File: src/rtl/parking_gate_ctrl_if.sv
// Gate-side bundle for the parking gate controller: driver requests, pass
// sensors, vacancy flags and hour in; barrier drives and occupancy events out.
interface parking_gate_ctrl_if;
    logic [4:0] hour;
    logic       entry_req;
    logic       entry_is_uni;
    logic       entry_pass;
    logic       exit_req;
    logic       exit_is_uni;
    logic       exit_pass;
    logic       uni_is_vacated_space;
    logic       is_vacated_space;
    logic       car_entered;
    logic       is_uni_car_entered;
    logic       car_exited;
    logic       is_uni_car_exited;
    logic       entry_gate_open;
    logic       exit_gate_open;
    logic       entry_denied;
    logic [1:0] gate_timeout;

    // gate hardware / parking counter side
    modport master (
        output hour, entry_req, entry_is_uni, entry_pass,
               exit_req, exit_is_uni, exit_pass,
               uni_is_vacated_space, is_vacated_space,
        input  car_entered, is_uni_car_entered, car_exited, is_uni_car_exited,
               entry_gate_open, exit_gate_open, entry_denied, gate_timeout
    );

    // controller side
    modport slave (
        input  hour, entry_req, entry_is_uni, entry_pass,
               exit_req, exit_is_uni, exit_pass,
               uni_is_vacated_space, is_vacated_space,
        output car_entered, is_uni_car_entered, car_exited, is_uni_car_exited,
               entry_gate_open, exit_gate_open, entry_denied, gate_timeout
    );
endinterface

File: src/rtl/parking_gate_ctrl.sv
// Parking gate controller: two independent barrier FSMs (entry, exit) that
// open on request, wait for the pass sensor with a bounded timeout and emit a
// one-cycle occupancy event to the parking counter. Entry additionally checks
// opening hours and class-specific vacancy before opening. All outputs are
// registered.
module parking_gate_ctrl #(
    parameter int OPEN_TIMEOUT = 16,
    parameter int HOLD_CYCLES  = 2,
    parameter int OPEN_HOUR    = 8,
    parameter int CLOSE_HOUR   = 24
) (
    input  logic                 clk,
    input  logic                 rst_n,
    parking_gate_ctrl_if.slave   bus
);
    localparam int TW = $clog2(OPEN_TIMEOUT) + 1;
    localparam int HW = $clog2(HOLD_CYCLES + 1) + 1;
    localparam logic [TW-1:0] TMO_LAST  = TW'(OPEN_TIMEOUT - 1);
    localparam logic [HW-1:0] HOLD_LAST = HW'((HOLD_CYCLES > 0) ? HOLD_CYCLES - 1 : 0);

    typedef enum logic [2:0] {E_IDLE, E_CHECK, E_OPEN, E_EMIT, E_HOLD} e_state_t;
    typedef enum logic [1:0] {X_IDLE, X_OPEN, X_EMIT, X_HOLD} x_state_t;

    e_state_t      e_state;
    x_state_t      x_state;
    logic [TW-1:0] e_tmr, x_tmr;
    logic [HW-1:0] e_hold, x_hold;
    logic          e_uni_q, x_uni_q;
    logic          e_to, x_to;
    logic          hour_ok, vac_ok;

    // Hours past 23 are invalid encodings and count as closed.
    assign hour_ok = (int'(bus.hour) >= OPEN_HOUR) && (int'(bus.hour) < CLOSE_HOUR)
                     && (bus.hour < 5'd24);
    // Vacancy of the class latched with the request.
    assign vac_ok  = e_uni_q ? bus.uni_is_vacated_space : bus.is_vacated_space;

    assign bus.gate_timeout = {x_to, e_to};

    // Entry FSM: request -> hour/vacancy check -> open -> event -> cooldown.
    always_ff @(posedge clk or negedge rst_n) begin
        if (!rst_n) begin
            e_state                <= E_IDLE;
            e_tmr                  <= '0;
            e_hold                 <= '0;
            e_uni_q                <= 1'b0;
            e_to                   <= 1'b0;
            bus.car_entered        <= 1'b0;
            bus.is_uni_car_entered <= 1'b0;
            bus.entry_gate_open    <= 1'b0;
            bus.entry_denied       <= 1'b0;
        end else begin
            bus.car_entered        <= 1'b0;
            bus.is_uni_car_entered <= 1'b0;
            bus.entry_denied       <= 1'b0;
            e_to                   <= 1'b0;
            case (e_state)
                E_IDLE: begin
                    if (bus.entry_req) begin
                        e_uni_q <= bus.entry_is_uni;
                        e_state <= E_CHECK;
                    end
                end
                E_CHECK: begin
                    if (hour_ok && vac_ok) begin
                        e_tmr               <= '0;
                        bus.entry_gate_open <= 1'b1;
                        e_state             <= E_OPEN;
                    end else begin
                        bus.entry_denied <= 1'b1;
                        e_state          <= E_IDLE;
                    end
                end
                E_OPEN: begin
                    // A pass in the timeout cycle still counts as a car.
                    if (bus.entry_pass) begin
                        bus.entry_gate_open    <= 1'b0;
                        bus.car_entered        <= 1'b1;
                        bus.is_uni_car_entered <= e_uni_q;
                        e_state                <= E_EMIT;
                    end else if (e_tmr == TMO_LAST) begin
                        bus.entry_gate_open <= 1'b0;
                        e_to                <= 1'b1;
                        e_state             <= E_IDLE;
                    end else if (e_tmr != '1) begin
                        e_tmr <= e_tmr + 1'b1;
                    end
                end
                E_EMIT: begin
                    e_hold  <= '0;
                    e_state <= (HOLD_CYCLES == 0) ? E_IDLE : E_HOLD;
                end
                E_HOLD: begin
                    if (e_hold == HOLD_LAST) e_state <= E_IDLE;
                    else                     e_hold  <= e_hold + 1'b1;
                end
                default: begin
                    bus.entry_gate_open <= 1'b0;
                    e_state             <= E_IDLE;
                end
            endcase
        end
    end

    // Exit FSM: same as entry but opens straight away, exit is never refused.
    always_ff @(posedge clk or negedge rst_n) begin
        if (!rst_n) begin
            x_state               <= X_IDLE;
            x_tmr                 <= '0;
            x_hold                <= '0;
            x_uni_q               <= 1'b0;
            x_to                  <= 1'b0;
            bus.car_exited        <= 1'b0;
            bus.is_uni_car_exited <= 1'b0;
            bus.exit_gate_open    <= 1'b0;
        end else begin
            bus.car_exited        <= 1'b0;
            bus.is_uni_car_exited <= 1'b0;
            x_to                  <= 1'b0;
            case (x_state)
                X_IDLE: begin
                    if (bus.exit_req) begin
                        x_uni_q            <= bus.exit_is_uni;
                        x_tmr              <= '0;
                        bus.exit_gate_open <= 1'b1;
                        x_state            <= X_OPEN;
                    end
                end
                X_OPEN: begin
                    if (bus.exit_pass) begin
                        bus.exit_gate_open    <= 1'b0;
                        bus.car_exited        <= 1'b1;
                        bus.is_uni_car_exited <= x_uni_q;
                        x_state               <= X_EMIT;
                    end else if (x_tmr == TMO_LAST) begin
                        bus.exit_gate_open <= 1'b0;
                        x_to               <= 1'b1;
                        x_state            <= X_IDLE;
                    end else if (x_tmr != '1) begin
                        x_tmr <= x_tmr + 1'b1;
                    end
                end
                X_EMIT: begin
                    x_hold  <= '0;
                    x_state <= (HOLD_CYCLES == 0) ? X_IDLE : X_HOLD;
                end
                X_HOLD: begin
                    if (x_hold == HOLD_LAST) x_state <= X_IDLE;
                    else                     x_hold  <= x_hold + 1'b1;
                end
                default: begin
                    bus.exit_gate_open <= 1'b0;
                    x_state            <= X_IDLE;
                end
            endcase
        end
    end
endmodule

File: src/flat_wrapper.sv
// flat-port wrapper written by rule: the top's interface ports become plain ports
module parking_gate_ctrl_flat 
#(
    parameter int OPEN_TIMEOUT = 16,
    parameter int HOLD_CYCLES  = 2,
    parameter int OPEN_HOUR    = 8,
    parameter int CLOSE_HOUR   = 24
)
  (clk, rst_n, bus_hour, bus_entry_req, bus_entry_is_uni, bus_entry_pass, bus_exit_req, bus_exit_is_uni, bus_exit_pass, bus_uni_is_vacated_space, bus_is_vacated_space, bus_car_entered, bus_is_uni_car_entered, bus_car_exited, bus_is_uni_car_exited, bus_entry_gate_open, bus_exit_gate_open, bus_entry_denied, bus_gate_timeout);
  parking_gate_ctrl_if bus_i ();
  input  logic clk;
  input  logic rst_n;
  input wire logic [$bits(bus_i.hour)-1:0] bus_hour;
  input wire logic [$bits(bus_i.entry_req)-1:0] bus_entry_req;
  input wire logic [$bits(bus_i.entry_is_uni)-1:0] bus_entry_is_uni;
  input wire logic [$bits(bus_i.entry_pass)-1:0] bus_entry_pass;
  input wire logic [$bits(bus_i.exit_req)-1:0] bus_exit_req;
  input wire logic [$bits(bus_i.exit_is_uni)-1:0] bus_exit_is_uni;
  input wire logic [$bits(bus_i.exit_pass)-1:0] bus_exit_pass;
  input wire logic [$bits(bus_i.uni_is_vacated_space)-1:0] bus_uni_is_vacated_space;
  input wire logic [$bits(bus_i.is_vacated_space)-1:0] bus_is_vacated_space;
  output wire logic [$bits(bus_i.car_entered)-1:0] bus_car_entered;
  output wire logic [$bits(bus_i.is_uni_car_entered)-1:0] bus_is_uni_car_entered;
  output wire logic [$bits(bus_i.car_exited)-1:0] bus_car_exited;
  output wire logic [$bits(bus_i.is_uni_car_exited)-1:0] bus_is_uni_car_exited;
  output wire logic [$bits(bus_i.entry_gate_open)-1:0] bus_entry_gate_open;
  output wire logic [$bits(bus_i.exit_gate_open)-1:0] bus_exit_gate_open;
  output wire logic [$bits(bus_i.entry_denied)-1:0] bus_entry_denied;
  output wire logic [$bits(bus_i.gate_timeout)-1:0] bus_gate_timeout;
  assign bus_i.hour = bus_hour;
  assign bus_i.entry_req = bus_entry_req;
  assign bus_i.entry_is_uni = bus_entry_is_uni;
  assign bus_i.entry_pass = bus_entry_pass;
  assign bus_i.exit_req = bus_exit_req;
  assign bus_i.exit_is_uni = bus_exit_is_uni;
  assign bus_i.exit_pass = bus_exit_pass;
  assign bus_i.uni_is_vacated_space = bus_uni_is_vacated_space;
  assign bus_i.is_vacated_space = bus_is_vacated_space;
  assign bus_car_entered = bus_i.car_entered;
  assign bus_is_uni_car_entered = bus_i.is_uni_car_entered;
  assign bus_car_exited = bus_i.car_exited;
  assign bus_is_uni_car_exited = bus_i.is_uni_car_exited;
  assign bus_entry_gate_open = bus_i.entry_gate_open;
  assign bus_exit_gate_open = bus_i.exit_gate_open;
  assign bus_entry_denied = bus_i.entry_denied;
  assign bus_gate_timeout = bus_i.gate_timeout;
  parking_gate_ctrl #(.OPEN_TIMEOUT(OPEN_TIMEOUT), .HOLD_CYCLES(HOLD_CYCLES), .OPEN_HOUR(OPEN_HOUR), .CLOSE_HOUR(CLOSE_HOUR)) u_core (.clk(clk), .rst_n(rst_n), .bus(bus_i));
endmodule
File: config.mk
export PLATFORM = sky130hd
export DESIGN_NAME = parking_gate_ctrl_flat
export DESIGN_NICKNAME = d
export VERILOG_FILES = /design/src/rtl/parking_gate_ctrl_if.sv /design/src/rtl/parking_gate_ctrl.sv /design/src/flat_wrapper.sv
export SDC_FILE = /design/constraint.sdc
export NUM_CORES = 1
export LEC_CHECK = 0
export ABC_CLOCK_PERIOD_IN_PS = 2600
export CAP_MARGIN = 20
export CORE_MARGIN = 2
export CORE_UTILIZATION = 50
export CTS_CLUSTER_SIZE = 30
export DETAILED_ROUTE_END_ITERATION = 7
export PLACE_DENSITY = 0.75
export SLEW_MARGIN = 20
export SYNTH_ARGS = -nofsm -noshare
export SYNTH_HDL_FRONTEND = slang
export SYNTH_SLANG_ARGS = --single-unit
File: constraint.sdc
create_clock -name clk -period 2.6 [get_ports clk]
set_input_delay 0.39 -clock clk [delete_from_list [all_inputs] [get_ports clk]]
set_output_delay 0.39 -clock clk [all_outputs]
set_load 0.01 [all_outputs]
==> flow_metrics.env, run 1 <==
export IMPL_run_status="completed"
export IMPL_ir_drop_v=0.000629
export IMPL_r2r_end="u_core.x_tmr[3]$_DFFE_PN0P_"
export IMPL_relSlewSlack_pct=65.2
export IMPL_core_um2=3050
export IMPL_diodes=0
export IMPL_overflow=0
export IMPL_cp_required_ns=2.86
export IMPL_yosysTopAreaCellShare_pct=49.8
export IMPL_cap_violations=0
export IMPL_vias=1168
export IMPL_cp_data_arrival_time_ns=2.48
export IMPL_setup_ws_ns=0.387
export IMPL_fin_area_um2=1930
export IMPL_crit_path_end_kind="register"
export IMPL_r2r_cells=7
export IMPL_yosysWarnings=0
export IMPL_hold_buffers=0
export IMPL_htreeDepth=2
export IMPL_clockBufferDepth=2
export IMPL_hold_viol=0
export IMPL_root_buffer="clkbuf_4"
export IMPL_route_detailed_drc=0
export IMPL_p_leak_nw=0.894
export IMPL_avgViaCountPerCell=5.31
export IMPL_hp_class="input port to async pin"
export IMPL_port_buffer_count=20
export IMPL_fin_util_pct=63.2
export IMPL_synth_area_leaders="dfrtp_1, ha_1, o21ai_0, inv_1, a22o_1"
export IMPL_clock_fmax_ghz=0.452
export IMPL_rows=20
export IMPL_fin_crit_ns=2.21
export IMPL_ios=24
export IMPL_cp_max_fo=8
export IMPL_worstSetupPathType="register to register"
export IMPL_mappedNetlistNets=177
export IMPL_drt_iter0_drc=21
export IMPL_worst_setup_path_start_kind="register"
export IMPL_timing_final_crit_share_pct=85.1
export IMPL_rrSetupSlack_ns=0.39
export IMPL_setup_tns_ns=0
export IMPL_routedWlPerCell_um=13.0
export IMPL_cts_buffers=5
export IMPL_fp_dieArea_um2=3690
export IMPL_synth_area_um2=1610
export IMPL_cts_tree="done"
export IMPL_grt_pass1_vias=1192
export IMPL_grt_pass1_wl_um=4920
export IMPL_finalNetCount=200
export IMPL_antenna_found_initial=0
export IMPL_worst_slew_pin_slew_ns=0.518
export IMPL_ys_top_cells_by_count="dfrtp_1, inv_1, o21ai_0"
export IMPL_slew_viol_final=0
export IMPL_fp_dieW_um=60.7
export IMPL_ant_nets=0
export IMPL_seq_area_frac_synth_pct=49.8
export IMPL_synthMostInstantiatedCell="dfrtp_1"
export IMPL_firstDrtPassIters=5
export IMPL_grtUsageTotal_pct=18.0
export IMPL_timing_hold_ws_ns=0.442
export IMPL_syn_area_per_cell_um2=10.6
export IMPL_insertion_delay_ns=0.32
export IMPL_finClkSkew_ns=0.00610
export IMPL_initial_utilization_pct=52.7
export IMPL_preCtsSetupSlack_ns=0.414
export IMPL_cts_setup_buffers=0
export IMPL_synth_top_flop_cell="dfrtp_1"
export IMPL_gp_congestion=0.742
export IMPL_grt_max_degree=33
export IMPL_synth_edf_count=0
export IMPL_async_flop_share_pct=100
export IMPL_ys_types=41
export IMPL_grt_setup_unrepaired="no"
export IMPL_synth_top_area_cell="dfrtp_1"
export IMPL_p_per_area_nw_per_um2=967
export IMPL_r2r_start="u_core.x_tmr[0]$_DFFE_PN0P_"
export IMPL_fillCellCount=259
export IMPL_drt_total_wl_um=2860
export IMPL_syn_instance_count=152
export IMPL_cts_resized=0
export IMPL_clkTransAtPathRegs_ns=0.10
export IMPL_drive_gt1_share_pct=9.09
export IMPL_clock_sinks=32
export IMPL_post_dp_cell_area_um2=1840
export IMPL_ys_ff_latch=32
export IMPL_dp_hpwl_um=2120
export IMPL_area_delta_synth_final_pct=20.1
export IMPL_finalSetupViolations=0
export IMPL_die_h_um=60.7
## state kept, by name, indices dropped and copies added (netlist names), 3 cells and up, named ones only
name	count
u_core.x_hold	3
u_core.e_state	3
u_core.e_tmr	5
u_core.e_hold	3
u_core.x_tmr	5
## final cells by class
cell class | count | area (µm²) | share of cell area [%]
Inverter | 13 | 48.8 | 2.53
Multi-Input combinational cell | 102 | 723 | 37.5
Timing Repair Buffer | 21 | 208 | 10.8
Sequential cell | 32 | 801 | 41.5
Tap cell | 44 | 55.1 | 2.85
Clock inverter | 1 | 30.0 | 1.56
Clock buffer | 7 | 65.1 | 3.37
## per-stage QoR
step	power [W]	std cells
after floorplan	0.00126	152
after global placement	0.00141	212
after detailed placement	0.00146	212
after CTS	0.00189	220
after global routing	0.00202	220
final	0.00187	220
## how the worst max path moves through the flow
stage / from / endpoint / slack [ns]
after floorplan: u_core.x_tmr[0]$_DFFE_PN0P_ / u_core.x_tmr[3]$_DFFE_PN0P_ / 0.62
after global placement: u_core.x_tmr[0]$_DFFE_PN0P_ / u_core.x_tmr[3]$_DFFE_PN0P_ / 0.47
after detailed placement: u_core.x_tmr[0]$_DFFE_PN0P_ / u_core.x_tmr[3]$_DFFE_PN0P_ / 0.41
after CTS: u_core.x_tmr[0]$_DFFE_PN0P_ / u_core.x_tmr[3]$_DFFE_PN0P_ / 0.38
after global routing: u_core.x_tmr[0]$_DFFE_PN0P_ / u_core.x_tmr[3]$_DFFE_PN0P_ / 0.19
final: u_core.x_tmr[0]$_DFFE_PN0P_ / u_core.x_tmr[3]$_DFFE_PN0P_ / 0.39
## worst max-delay path, cell delays in order, from the launching register on
cell and delay [ns]:
dfrtp_1 0.42, ha_1 0.22, and3_1 0.20, ha_1 0.21, nor2_1 0.21, nand3b_1 0.25, or4b_1 0.58, nand2_1 0.08
## logic make-up after synthesis
logic type | synth area share, %
buffers and inverters | 5.21
flip-flops | 49.8
XOR/XNOR | 0.545
adder cells (fa/ha/maj) | 7.78
multiplexers | 4.20
AO/OA/AOI/OAI | 12.9
AND/OR/NAND/NOR | 19.5
## placed cells by master (no fill, tap or decap), types with 2 or more instances in the layout
master	count
ha_1	10
nand2_1	10
o211ai_1	3
nor3_1	2
mux2i_1	3
nor2b_1	2
a21oi_1	4
o21ai_0	12
a22o_1	5
clkdlybuf4s50_1	20
nand2b_1	3
dfrtp_1	32
inv_1	13
nand3b_1	3
clkbuf_4	5
and3_1	3
clkbuf_8	2
mux2_2	2
nor2_1	10
and2_1	2
nor4b_1	2
nand3_1	8
## power breakdown
part	internal, W	switching [W]	leakage, nW
sequential	0.000655	0.000184	0.418
combinational	0.000313	0.000292	0.424
clock	0.000255	0.000168	0.0515
total	0.00122	0.000643	0.894
## routing by layer
layer  vias to the layer above  wire length (µm)  global-route usage (%)
li1                        580                 -                       -
met1                       563              1230                    20.9
met2                        20              1500                    32.3
met3                         5                98                    3.84
met4                         0                31                    7.14
met5                         -                 0                       0
Power figures use the tool's default switching activity.
==> inputs of run 2 (changes only) <==
--- a/config.mk
+++ b/config.mk
@@ -8,10 +8,10 @@
 export ABC_CLOCK_PERIOD_IN_PS = 2600
 export CAP_MARGIN = 20
 export CORE_MARGIN = 2
-export CORE_UTILIZATION = 50
+export CORE_UTILIZATION = 45
 export CTS_CLUSTER_SIZE = 30
 export DETAILED_ROUTE_END_ITERATION = 7
-export PLACE_DENSITY = 0.75
+export PLACE_DENSITY = 0.68
 export SLEW_MARGIN = 20
 export SYNTH_ARGS = -nofsm -noshare
 export SYNTH_HDL_FRONTEND = slang
==> run 2 against run 1 <==
Via count decreased by 0.51%. Sequential power is essentially flat. Largest power group unchanged. Final cell count increased by 0.45%. Critical path type unchanged.
==> flow_metrics.env, run 2 (same netlist as run 1, synthesis figures left out) <==
export IMPL_final_common_cell="dfrtp_1"
export IMPL_crit_path_end_kind="register"
export IMPL_firstDrtPassIters=4
export IMPL_rows=21
export IMPL_cp_data_arrival_time_ns=2.44
export IMPL_combPwrFrac_pct=34.4
export IMPL_initial_utilization_pct=47.4
export IMPL_slew_viol_final=0
export IMPL_drive_gt1_share_pct=8.57
export IMPL_p_leak_nw=0.880
export IMPL_hold_buffers=0
export IMPL_power_frac_seq_pct=47.5
export IMPL_p_int_w=0.00112
export IMPL_grt_setup_unrepaired="no"
export IMPL_htreeDepth=2
export IMPL_worst_slew_pin_slew_ns=0.509
export IMPL_core_um2=3390
export IMPL_grtUsageTotal_pct=15.6
export IMPL_relSlewSlack_pct=65.8
export IMPL_cap_violations=0
export IMPL_cts_setup_buffers=0
export IMPL_switching_share_pct=36.3
export IMPL_hold_viol=0
export IMPL_most_common_layout_cells="dfrtp_1, clkdlybuf4s50_1, inv_1, o21ai_0"
export IMPL_antenna_found_initial=0
export IMPL_ios=24
export IMPL_ant_nets=0
export IMPL_cts_buffers=5
export IMPL_vias=1162
export IMPL_die_h_um=63.8
export IMPL_placed_cells=214
export IMPL_diodes=0
export IMPL_cts_tree="done"
export IMPL_cp_required_ns=2.87
export IMPL_grt_pass1_wl_um=4880
export IMPL_worstSetupPathType="register to register"
export IMPL_fp_dieArea_um2=4070
export IMPL_timing_final_crit_share_pct=83.5
export IMPL_port_buffer_count=20
export IMPL_clockBufferDepth=2
export IMPL_cp_max_fo=8
export IMPL_clockPowerShare_pct=18.1
export IMPL_root_buffer="clkbuf_4"
export IMPL_cts_resized=0
export IMPL_drt_total_wl_um=2750
export IMPL_ir_drop_v=0.000451
export IMPL_run_status="completed"
export IMPL_p_sw_w=0.000639
export IMPL_crit_chain="ha_1 -> and3_1 -> ha_1 -> nor2_1 -> nand3b_1 -> or4b_1 -> nand2_1"
export IMPL_clkTransAtPathRegs_ns=0.10
export IMPL_route_detailed_drc=0
export IMPL_grt_pass1_vias=1124
export IMPL_preCtsSetupSlack_ns=0.440
export IMPL_fin_crit_ns=2.17
export IMPL_setup_tns_ns=0
export IMPL_routedWlPerCell_um=12.5
export IMPL_grt_max_degree=33
export IMPL_area_delta_synth_final_pct=18.4
export IMPL_cpPeakStageDelay_ns=0.55
export IMPL_p_per_area_nw_per_um2=925
export IMPL_finalNetCount=200
export IMPL_setup_ws_ns=0.430
export IMPL_finClkSkew_ns=0.00903
export IMPL_overflow=0
export IMPL_clock_sinks=32
export IMPL_insertion_delay_ns=0.33
export IMPL_dp_hpwl_um=1990
export IMPL_top_regs="u_core.e_tmr: 5 flops, u_core.x_tmr: 5 flops"
export IMPL_drt_iter0_drc=75
export IMPL_hp_class="input port to async pin"
export IMPL_cp_slowest_cell="or4b_1"
export IMPL_fp_dieW_um=63.8
export IMPL_finalSetupViolations=0
export IMPL_avgViaCountPerCell=5.26
export IMPL_worst_setup_path_start_kind="register"
export IMPL_clock_fmax_ghz=0.461
export IMPL_crit_top_cell="ha_1"
export IMPL_layout_cells_non_filler=221
export IMPL_gp_congestion=0.807
## run 2: cell count changes in the layout (fill, tap and decap cells not counted), sizes merged
| cell | change |
|---|---|
| bufinv | -1 |
## run 2: path summary, 6_finish.rpt
path	depth (start not counted)	slack, ns	startpoint	endpoint
worst max register to register	7	0.43	u_core.x_tmr[0]$_DFFE_PN0P_	u_core.x_tmr[3]$_DFFE_PN0P_
worst min-delay path	2	0.45	rst_n	u_core.bus.car_exited$_DFF_PN0_
max in group asynchronous	2	1.86	rst_n	u_core.e_tmr[2]$_DFFE_PN0P_
worst max-delay path	7	0.43	u_core.x_tmr[0]$_DFFE_PN0P_	u_core.x_tmr[3]$_DFFE_PN0P_
worst min register to register	1	0.50	u_core.e_hold[2]$_DFFE_PN0P_	u_core.e_hold[2]$_DFFE_PN0P_
min in group clk	1	0.50	u_core.e_hold[2]$_DFFE_PN0P_	u_core.e_hold[2]$_DFFE_PN0P_
## run 2: per-stage QoR
stage          power (W)  util, %  hold WS [ns]  area, µm²
4_1_cts          0.00178     56.1         0.459       1900
3_5_place_dp     0.00146     54.2         0.479       1840
3_3_place_gp     0.00141     54.2         0.469       1840
6_report         0.00176     56.1         0.455       1900
2_1_floorplan    0.00126        -        0.0944       1610
5_1_grt          0.00191     56.1         0.477       1900
## run 2: worst max-delay path, delay by kind of cell (launching register included)
| family | cells | cell delay (ns) |
|---|---|---|
| flip-flops | 1 | 0.42 |
| AND/OR/NAND/NOR | 5 | 1.28 |
| adder cells (fa/ha/maj) | 2 | 0.42 |
## run 2: per-layer routing
metal	share of wire [%]	global-route usage [%]	wire, µm
met5	0	0	0
met4	1.8	6.79	49
met3	4.4	4.93	121
met2	46	24.5	1280
met1	47	19.9	1310
## run 2: power groups by stage
stage | combinational (W) | sequential (W) | clock, W
after CTS | 0.000613 | 0.000835 | 0.000332
after global routing | 0.000687 | 0.000863 | 0.000360
after global placement | 0.000579 | 0.000835 | 0
after detailed placement | 0.000610 | 0.000845 | 0
final | 0.000605 | 0.000836 | 0.000319
after floorplan | 0.000469 | 0.000788 | 0
## run 2: area by class of cell
cell class	instances	area (µm²)
fill	283	1490
sequential	32	801
multi-input combinational	102	723
timing repair buffer	21	208
clock buffer	7	65.1
tap	46	57.6
inverter	13	48.8
==> inputs of run 3 (changes only) <==
--- a/config.mk
+++ b/config.mk
@@ -5,13 +5,13 @@
 export SDC_FILE = /design/constraint.sdc
 export NUM_CORES = 1
 export LEC_CHECK = 0
-export ABC_CLOCK_PERIOD_IN_PS = 2600
+export ABC_CLOCK_PERIOD_IN_PS = 1900
 export CAP_MARGIN = 20
 export CORE_MARGIN = 2
 export CORE_UTILIZATION = 45
 export CTS_CLUSTER_SIZE = 30
 export DETAILED_ROUTE_END_ITERATION = 7
-export PLACE_DENSITY = 0.68
+export PLACE_DENSITY = 0.71
 export SLEW_MARGIN = 20
 export SYNTH_ARGS = -nofsm -noshare
 export SYNTH_HDL_FRONTEND = slang
==> constraint.sdc (replaced) <==
create_clock -name clk -period 1.9 [get_ports clk]
set_input_delay 0.285 -clock clk [delete_from_list [all_inputs] [get_ports clk]]
set_output_delay 0.285 -clock clk [all_outputs]
set_load 0.01 [all_outputs]
==> run 3 against run 2 <==
Largest power group unchanged. Routed wire length rose by 7.4%. Total power is 52% higher. Register-to-register slack got worse by 0.38 ns. Via count increased by 3.6%. Count of clock-buffer cells in the layout is the same. Combinational power rose by 62%. Hold slack worse by 0.12 ns. Utilization increased by 3.7 points. Clock skew fell by 0.0050 ns. Sequential cell count did not move. Critical path type unchanged. Die area unchanged. Global-route usage rose by 0.95 points.
==> flow_metrics.env, run 3 (same netlist as run 1, synthesis figures left out) <==
export IMPL_run_status="completed"
export IMPL_worstSetupPathType="register to register"
export IMPL_cap_violations=0
export IMPL_finClkSkew_ns=0.00406
export IMPL_vias=1204
export IMPL_core_um2=3390
export IMPL_cts_buffers=5
export IMPL_htreeDepth=2
export IMPL_grtUsageTotal_pct=16.6
export IMPL_drt_iter0_drc=53
export IMPL_port_buffer_count=20
export IMPL_finalPower_w=0.00268
export IMPL_insertion_delay_ns=0.33
export IMPL_drt_total_wl_um=2960
export IMPL_clkTransAtPathRegs_ns=0.10
export IMPL_drive_gt1_share_pct=17.7
export IMPL_hold_viol=0
export IMPL_timing_final_crit_share_pct=97.5
export IMPL_ios=24
export IMPL_diodes=0
export IMPL_clockPowerShare_pct=21.6
export IMPL_p_int_w=0.00176
export IMPL_multi_input_comb_area_um2=741
export IMPL_grt_pass1_wl_um=5090
export IMPL_cp_max_fo=5
export IMPL_grt_pass1_vias=1196
export IMPL_overflow=0
export IMPL_worst_setup_path_start_kind="register"
export IMPL_final_common_cell="dfrtp_1"
export IMPL_antenna_found_initial=0
export IMPL_p_sw_w=0.000916
export IMPL_route_detailed_drc=0
export IMPL_ir_drop_v=0.000643
export IMPL_dp_hpwl_um=2090
export IMPL_hold_buffers=0
export IMPL_p_leak_nw=0.933
export IMPL_clock_sinks=32
export IMPL_routedWlPerCell_um=12.8
export IMPL_combPwrFrac_pct=36.5
export IMPL_worst_slew_pin_slew_ns=0.462
export IMPL_grt_max_degree=33
export IMPL_fin_crit_ns=1.85
export IMPL_ant_nets=0
export IMPL_slew_viol_final=0
export IMPL_p_per_area_nw_per_um2=1320
export IMPL_fin_util_pct=59.8
export IMPL_finalSetupViolations=0
export IMPL_clockBufferDepth=2
export IMPL_avgViaCountPerCell=5.19
export IMPL_cts_tree="done"
export IMPL_fp_dieArea_um2=4070
export IMPL_power_frac_seq_pct=41.9
export IMPL_rows=21
export IMPL_fp_dieW_um=63.8
export IMPL_cp_data_arrival_time_ns=2.08
export IMPL_grt_setup_unrepaired="no"
export IMPL_clock_fmax_ghz=0.540
export IMPL_cp_required_ns=2.12
export IMPL_seqCellArea_um2=802
export IMPL_die_h_um=63.8
export IMPL_most_common_layout_cells="dfrtp_1, clkdlybuf4s50_1, inv_1, o21ai_0, buf_4"
export IMPL_area_delta_synth_final_pct=26.1
export IMPL_relSlewSlack_pct=69.0
export IMPL_root_buffer="clkbuf_4"
export IMPL_firstDrtPassIters=4
export IMPL_finalNetCount=210
export IMPL_initial_utilization_pct=47.4
export IMPL_gp_congestion=0.727
export IMPL_fillCellCount=270
export IMPL_crit_path_end_kind="register"
export IMPL_switching_share_pct=34.2
export IMPL_hp_class="input port to async pin"
export IMPL_top_regs="u_core.e_tmr: 5 flops, u_core.x_tmr: 5 flops"
## run 3: cell types whose count changed in the layout (fill, tap and decap cells not counted)
| cell | change |
|---|---|
| and3_4 | +1 |
| bufinv_16 | +1 |
| and3_1 | -1 |
| ha_1 | -4 |
| dfrtp_2 | +1 |
| buf_4 | +10 |
| nor2_1 | -1 |
| dfrtp_1 | -1 |
| nor2_2 | +1 |
| ha_2 | +4 |
## run 3: repair_timing
| item | in CTS | in global routing |
|---|---|---|
| gates cloned | 0 | 0 |
| pin swaps | 1 | 4 |
| endpoints found under the setup margin | 5 | 4 |
| gates resized for setup | 2 | 3 |
| endpoints found under the hold margin | 0 | 0 |
| buffers inserted | 2 | 2 |
## run 3: layout make-up
class	instances	share of cell area, %
multi-input combinational	102	36.5
clock buffer	7	3.21
inverter	13	2.41
timing repair buffer	31	14.0
clock inverter	1	1.48
sequential	32	39.6
tap	46	2.84
## run 3: final timing paths
kind / startpoint / to / slack (ns) / depth (start not counted)
setup reg to reg: u_core.e_tmr[1]$_DFFE_PN0P_ / u_core.e_tmr[0]$_DFFE_PN0P_ / 0.05 / 6
hold reg to reg: u_core.e_hold[2]$_DFFE_PN0P_ / u_core.e_hold[2]$_DFFE_PN0P_ / 0.50 / 1
hold / removal: rst_n / u_core.x_hold[0]$_DFFE_PN0P_ / 0.33 / 2
max in group asynchronous: rst_n / u_core.e_state[0]$_DFFE_PN0P_ / 1.26 / 2
min in group clk: u_core.e_hold[2]$_DFFE_PN0P_ / u_core.e_hold[2]$_DFFE_PN0P_ / 0.50 / 1
setup / recovery: u_core.e_tmr[1]$_DFFE_PN0P_ / u_core.e_tmr[0]$_DFFE_PN0P_ / 0.05 / 6
## run 3: layer usage
layer | GRT usage (%) | vias to the layer above | routed length, µm
li1 | - | 602 | -
met1 | 18.2 | 563 | 1330
met2 | 28.3 | 31 | 1400
met3 | 6.51 | 8 | 159
met4 | 7.34 | 0 | 68
met5 | 0 | - | 0
## run 3: stage by stage
stage	setup TNS (ns)	cells	worst slack (ns)	instance area, µm²	hold slack [ns]
finish	0	232	0.0469	2030	0.333
global route	0	232	0.00556	2030	0.345
detailed placement	-0.0362	220	-0.0355	1890	0.476
floorplan	0	152	0.00291	1610	-0.0106
global placement	0	220	0.0234	1890	0.471
CTS	0	230	0.0134	2000	0.342
## run 3: power by group through the flow
stage	logic [W]	clock network [W]	registers, W
after floorplan	0.000643	0	0.00108
after global placement	0.000871	0	0.00111
after detailed placement	0.000919	0	0.00113
after CTS	0.000953	0.000596	0.00112
after global routing	0.00109	0.000639	0.00116
final	0.000979	0.000579	0.00112
## run 3: critical path, stage by stage, from the launching register on
cell and delay (ns):
dfrtp_1 0.42, ha_2 0.21, and3_4 0.18, ha_2 0.19, nor4_4 0.38, nor2_2 0.10
mux2_4 0.27
